<file path="config.mk">
export PLATFORM = sky130hd
export DESIGN_NAME = rtc_bus_sequencer
export DESIGN_NICKNAME = d
export VERILOG_FILES = /design/src/rtl/rtc_bus_pkg.sv /design/src/rtl/rtc_bus_sequencer.sv
export SDC_FILE = /design/constraint.sdc
export NUM_CORES = 1
export LEC_CHECK = 0
export ABC_AREA = 1
export BUFFER_PORTS_ARGS = -buffer_cell sky130_fd_sc_hd__buf_2
export CORE_MARGIN = 5
export CORE_UTILIZATION = 48
export DETAILED_ROUTE_END_ITERATION = 6
export GPL_ROUTABILITY_DRIVEN = 0
export HOLD_SLACK_MARGIN = 0.15
export PLACE_DENSITY = 0.72
export SYNTH_ARGS = -nofsm -noshare
export SYNTH_HDL_FRONTEND = slang
export SYNTH_SLANG_ARGS = --single-unit
</file>
<file path="constraint.sdc">
create_clock -name clk -period 1.4 [get_ports clk]
set_input_delay 0.14 -clock clk [delete_from_list [all_inputs] [get_ports clk]]
set_output_delay 0.14 -clock clk [all_outputs]
set_load 0.01 [all_outputs]
</file>
<file path="src/rtl/rtc_bus_pkg.sv">
// Shared state encoding, default bus timing and registered output bundle
// for the RTC bus sequencer.
package rtc_bus_pkg;

  localparam int DEF_T_SETUP  = 2;
  localparam int DEF_T_STROBE = 8;
  localparam int DEF_T_HOLD   = 2;
  localparam int DEF_T_TURN   = 4;

  typedef enum logic [3:0] {
    IDLE,
    ADDR_SETUP,
    ADDR_STROBE,
    ADDR_HOLD,
    TURN,
    DATA_SETUP,
    DATA_STROBE,
    DATA_HOLD,
    DONE
  } state_t;

  typedef struct packed {
    logic busy;
    logic done;
    logic cs_n;
    logic as_n;
    logic wr_n;
    logic rd_n;
    logic bus_oe;
    logic ctrl_escribe;
    logic sel_dato;
    logic capture;
  } pins_t;

  localparam pins_t PINS_IDLE = '{
    busy: 1'b0, done: 1'b0, cs_n: 1'b1, as_n: 1'b1, wr_n: 1'b1, rd_n: 1'b1,
    bus_oe: 1'b0, ctrl_escribe: 1'b0, sel_dato: 1'b0, capture: 1'b0
  };

  // Pin values for the state being entered; last_cycle marks the final cycle of a timed state.
  function automatic pins_t pins_for(input state_t s, input logic write, input logic last_cycle);
    pins_t p;
    logic  addr_phase;
    logic  data_phase;
    p          = PINS_IDLE;
    addr_phase = (s == ADDR_SETUP) || (s == ADDR_STROBE) || (s == ADDR_HOLD);
    data_phase = (s == DATA_SETUP) || (s == DATA_STROBE) || (s == DATA_HOLD);
    p.busy         = (s != IDLE);
    p.done         = (s == DONE);
    p.cs_n         = (s == IDLE) || (s == DONE);
    p.as_n         = (s != ADDR_STROBE);
    p.wr_n         = !((s == ADDR_STROBE) || ((s == DATA_STROBE) && write));
    p.rd_n         = !((s == DATA_STROBE) && !write);
    p.bus_oe       = addr_phase || (data_phase && write);
    p.ctrl_escribe = addr_phase || (data_phase && write);
    p.sel_dato     = data_phase;
    p.capture      = (s == DATA_STROBE) && !write && last_cycle;
    return p;
  endfunction

endpackage

</file>
<file path="src/rtl/rtc_bus_sequencer.sv">
// Multiplexed address/data RTC bus sequencer: address phase, optional bus
// turnaround (RTC_SEQ_TURNAROUND_EN), data phase, one-cycle DONE.
module rtc_bus_sequencer
  import rtc_bus_pkg::*;
#(
  parameter int T_SETUP  = DEF_T_SETUP,
  parameter int T_STROBE = DEF_T_STROBE,
  parameter int T_HOLD   = DEF_T_HOLD,
  parameter int T_TURN   = DEF_T_TURN
) (
  input  logic clk,
  input  logic reset,
  input  logic start,
  input  logic rw,
  output logic busy,
  output logic done,
  output logic cs_n,
  output logic as_n,
  output logic wr_n,
  output logic rd_n,
  output logic bus_oe,
  output logic ctrl_escribe,
  output logic sel_dato,
  output logic capture
);

  localparam int T_MAX_A = (T_SETUP > T_STROBE) ? T_SETUP : T_STROBE;
  localparam int T_MAX_B = (T_HOLD > T_TURN) ? T_HOLD : T_TURN;
  localparam int T_MAX   = (T_MAX_A > T_MAX_B) ? T_MAX_A : T_MAX_B;
  localparam int CW      = (T_MAX > 1) ? $clog2(T_MAX) : 1;

  state_t        state, state_next;
  logic [CW-1:0] cnt, cnt_next;
  logic          write, write_next;
  pins_t         pins;

  // Counter is loaded with count-1 on entry; the state is left when it reads zero.
  function automatic logic [CW-1:0] ld(input int t);
    return CW'(t - 1);
  endfunction

  always_comb begin
    state_next = state;
    cnt_next   = cnt;
    write_next = write;
    if (state == IDLE) begin
      if (start) begin
        state_next = ADDR_SETUP;
        cnt_next   = ld(T_SETUP);
        write_next = rw;
      end
    end else if (state == DONE) begin
      state_next = IDLE;
      cnt_next   = '0;
    end else if (cnt != '0) begin
      cnt_next = cnt - 1'b1;
    end else begin
      case (state)
        ADDR_SETUP:  begin state_next = ADDR_STROBE; cnt_next = ld(T_STROBE); end
        ADDR_STROBE: begin state_next = ADDR_HOLD;   cnt_next = ld(T_HOLD);   end
`ifdef RTC_SEQ_TURNAROUND_EN
        ADDR_HOLD:   begin state_next = TURN;        cnt_next = ld(T_TURN);   end
`else
        ADDR_HOLD:   begin state_next = DATA_SETUP;  cnt_next = ld(T_SETUP);  end
`endif
        TURN:        begin state_next = DATA_SETUP;  cnt_next = ld(T_SETUP);  end
        DATA_SETUP:  begin state_next = DATA_STROBE; cnt_next = ld(T_STROBE); end
        DATA_STROBE: begin state_next = DATA_HOLD;   cnt_next = ld(T_HOLD);   end
        DATA_HOLD:   begin state_next = DONE;        cnt_next = '0;           end
        default:     begin state_next = IDLE;        cnt_next = '0;           end
      endcase
    end
  end

  // Outputs are registered from the next state so they line up with the state register.
  always_ff @(posedge clk or posedge reset) begin
    if (reset) begin
      state <= IDLE;
      cnt   <= '0;
      write <= 1'b0;
      pins  <= PINS_IDLE;
    end else begin
      state <= state_next;
      cnt   <= cnt_next;
      write <= write_next;
      pins  <= pins_for(state_next, write_next, cnt_next == '0);
    end
  end

  assign busy         = pins.busy;
  assign done         = pins.done;
  assign cs_n         = pins.cs_n;
  assign as_n         = pins.as_n;
  assign wr_n         = pins.wr_n;
  assign rd_n         = pins.rd_n;
  assign bus_oe       = pins.bus_oe;
  assign ctrl_escribe = pins.ctrl_escribe;
  assign sel_dato     = pins.sel_dato;
  assign capture      = pins.capture;

endmodule

</file>
==> metrics.yaml <==
run_status:
  status: "complete, but fails checks"
  failed_checks: "negative setup slack"
clock_network:
  numCtsBuffers: 3
  cts-root-buf: "clkbuf_4"
  clk_latency_ns: 0.30
  htree_levels: 1
  clk_path_buf_depth: 2
  clkTransAtPathRegs_ns: 0.10
  cts.sinks: 17
  tritoncts: "yes"
die:
  die_h_um: 53.1
  core_area_mm2: 0.00175
  row_count: 15
  die_w_um: 53.1
  dieArea_mm2: 0.00281
  initial_core_util: 0.510
  pin_count: 14
synth:
  ys_types: 21
  ys_warn_count: 0
  synthMuxAreaShare: 0
  synthAdderAreaFrac: 0.0281
  ys_seq_area_frac: 0.484
  ys_ff_latch: 17
  avgSynthCellArea_um2: 8.64
  syn_nets: 109
  synth_xor_area_frac: 0
  synth_top_family_by_area: "simple AND/OR/NAND/NOR gates"
  synth_compound_area_frac: 0.0225
  synth_area_um2: 890
  syn_inst: 103
  synthSimpleGateAreaFrac: 0.364
detailed_routing:
  route.detailed.vias_per_inst: 4.51
  drc_errors: 0
  postRouteAntennaNets: 0
  wl_met3_um: 64
  dr_wl_met2_um: 829
  dr.pass1.iters: 4
  wire_per_inst_um: 11.6
  vias: 703
  wirelength_mm: 1.81
  drt_iter0_markers: 7
  top_layer: "met4"
  drt-met1-wl_um: 873
global_route:
  grt_antenna_before_repair: 0
  grt_max_degree: 18
  grt_pass1_vias: 706
  grt_first_pass_wirelength_mm: 3.03
  gr-total-overflow: 0
  grt_usage: 0.154
pwr:
  p_leak_nw: 0.607
  power_density_mw_per_mm2: 2410
  clockPowerShare: 0.098
  vdd_ir_drop_max_mv: 1.36
  switching_share: 0.449
  finalPower_mw: 2.82
  power_frac_seq: 0.287
  comb_power_share: 0.615
  switchingPower_mw: 1.26
  internal_power_mw: 1.55
placement:
  io_buffer_count: 13
  dp_hpwl_mm: 1.23
  dp.cells: 145
  dpl_cell_area_mm2: 0.00104
sta:
  finalWorstSetupSlack_ns: -0.175
  worstMarginPinSlew_ns: 0.620
  max_clock_freq_ghz: 0.635
  hold_viol: 0
  fin_skew_ns: 0.00132
  setup_viol: 9
  rsz0062_at_grt: "true"
  slew_viol_final: 0
  fin_crit_sh: 1.12
  max-slew-margin-rel: 0.586
  hold_ws_ns: 0.205
  post-route-min-period_ns: 1.57
layout:
  final_cell_mix: "nand2_1, dfrtp_1, buf_2"
  utilization: 0.669
  finalInstanceArea_mm2: 0.00117
  insertedDiodeCount: 0
  multiInputGateArea_um2: 439
  final-seq-area_um2: 430
  layout_commonest_cell: "nand2_1"
  drive_gt1_frac: 0.527
  fin_nets: 138
  fill_cells: 150
  area.growth.synth_to_final_pct: 31.2
  fin_cells: 156
setup_path:
  cp-end-kind: "flop"
  crit_arrival_ns: 1.78
  cp-start-kind: "flop"
  crit_fanout: 8
  required_ns: 1.60
  crit_type: "reg -> reg"
run:
  drv_cap: 0
min_path:
  hold_class: "in -> reg"
[what timing repair did]
action / 4_1_cts / 5_1_grt
pin swaps: 4 / 9
setup endpoints to repair: 9 / 14
hold buffers: 1 / 0
setup buffers: 2 / 4
gates resized for setup: 7 / 5
endpoints found under the hold margin: 13 / 0
[sequential cells by signal (all words and copies together) (netlist names)]
signal,cells
state,4
cnt,3
as_n,1
busy,1
capture,1
cs_n,1
ctrl_escribe,1
done,1
rd_n,1
sel_dato,1
wr_n,1
write,1
[synthesized netlist by cell type (all sizes together)]
cell / number / area [µm²]
nand4: 1 / 6.26
nand2: 27 / 126
nor3: 1 / 5.00
o21ai: 3 / 15.0
buf: 2 / 18.8
ha: 2 / 25.0
nand3: 14 / 95.1
nor2: 16 / 91.3
inv: 19 / 71.3
dfrtp: 13 / 325
a21oi: 1 / 5.00
dfstp: 4 / 105
[power by group through the flow]
| stage | combinational (mW) | sequential, mW | clock [mW] |
|---|---|---|---|
| 6_report | 1.73 | 0.809 | 0.277 |
| 4_1_cts | 1.59 | 0.803 | 0.286 |
| 3_3_place_gp | 1.46 | 0.807 | 0 |
| 5_1_grt | 1.94 | 0.830 | 0.322 |
| 2_1_floorplan | 1.09 | 0.849 | 0 |
| 3_5_place_dp | 1.48 | 0.809 | 0 |
[worst max-delay path, stage by stage (launching register included)]
cell and delay (ns):
dfrtp_1 0.40, inv_2 0.08, ha_4 0.14, ha_4 0.18
inv_4 0.06, nor2_4 0.13, nand2_2 0.08, nand2_4 0.08
nor2_8 0.04, buf_4 0.13, nor2_4 0.08, nand2_1 0.06
[metrics by stage]
| step | setup WS (ns) | setup TNS, ns |
|---|---|---|
| after global placement | -0.131 | -0.651 |
| after global routing | -0.263 | -1.83 |
| after detailed placement | -0.178 | -0.872 |
| after CTS | -0.203 | -1.11 |
| after floorplan | -0.128 | -0.401 |
| final | -0.175 | -0.906 |
[kinds of logic after synthesis]
family | Yosys count
and+or+nand+nor | 59
buffers and inverters | 21
AOI/OAI and AO/OA | 4
adders and majority gates | 2
DFF | 17
[cell type report]
class | instances | area share
clock buffer | 3 | 0.0193
clock inverter | 1 | 0.00429
inverter | 19 | 0.0632
multi-input combinational | 65 | 0.376
sequential | 17 | 0.369
tap | 25 | 0.0268
timing repair buffer | 26 | 0.141
[final timing paths]
path / endpoint / start / slack (ns) / depth (start not counted)
worst max-delay path: busy$_DFF_PP0_ / cnt[0]$_DFF_PP0_ / -0.17 / 11
min in group asynchronous: capture$_DFF_PP0_ / reset / 0.45 / 3
worst max register to register: busy$_DFF_PP0_ / cnt[0]$_DFF_PP0_ / -0.17 / 11
worst min-delay path: cnt[1]$_DFF_PP0_ / start / 0.21 / 4
max in group asynchronous: state[1]$_DFF_PP0_ / reset / 0.56 / 3
worst min register to register: cnt[2]$_DFF_PP0_ / cnt[2]$_DFF_PP0_ / 0.56 / 2
[layer usage]
metal | global-route usage | up-vias
met4 | 0.0766 | 0
met5 | 0 | -
li1 | - | 371
met3 | 0.0338 | 5
met2 | 0.246 | 11
met1 | 0.195 | 316
No activity file was read; power rests on OpenSTA's default activity.
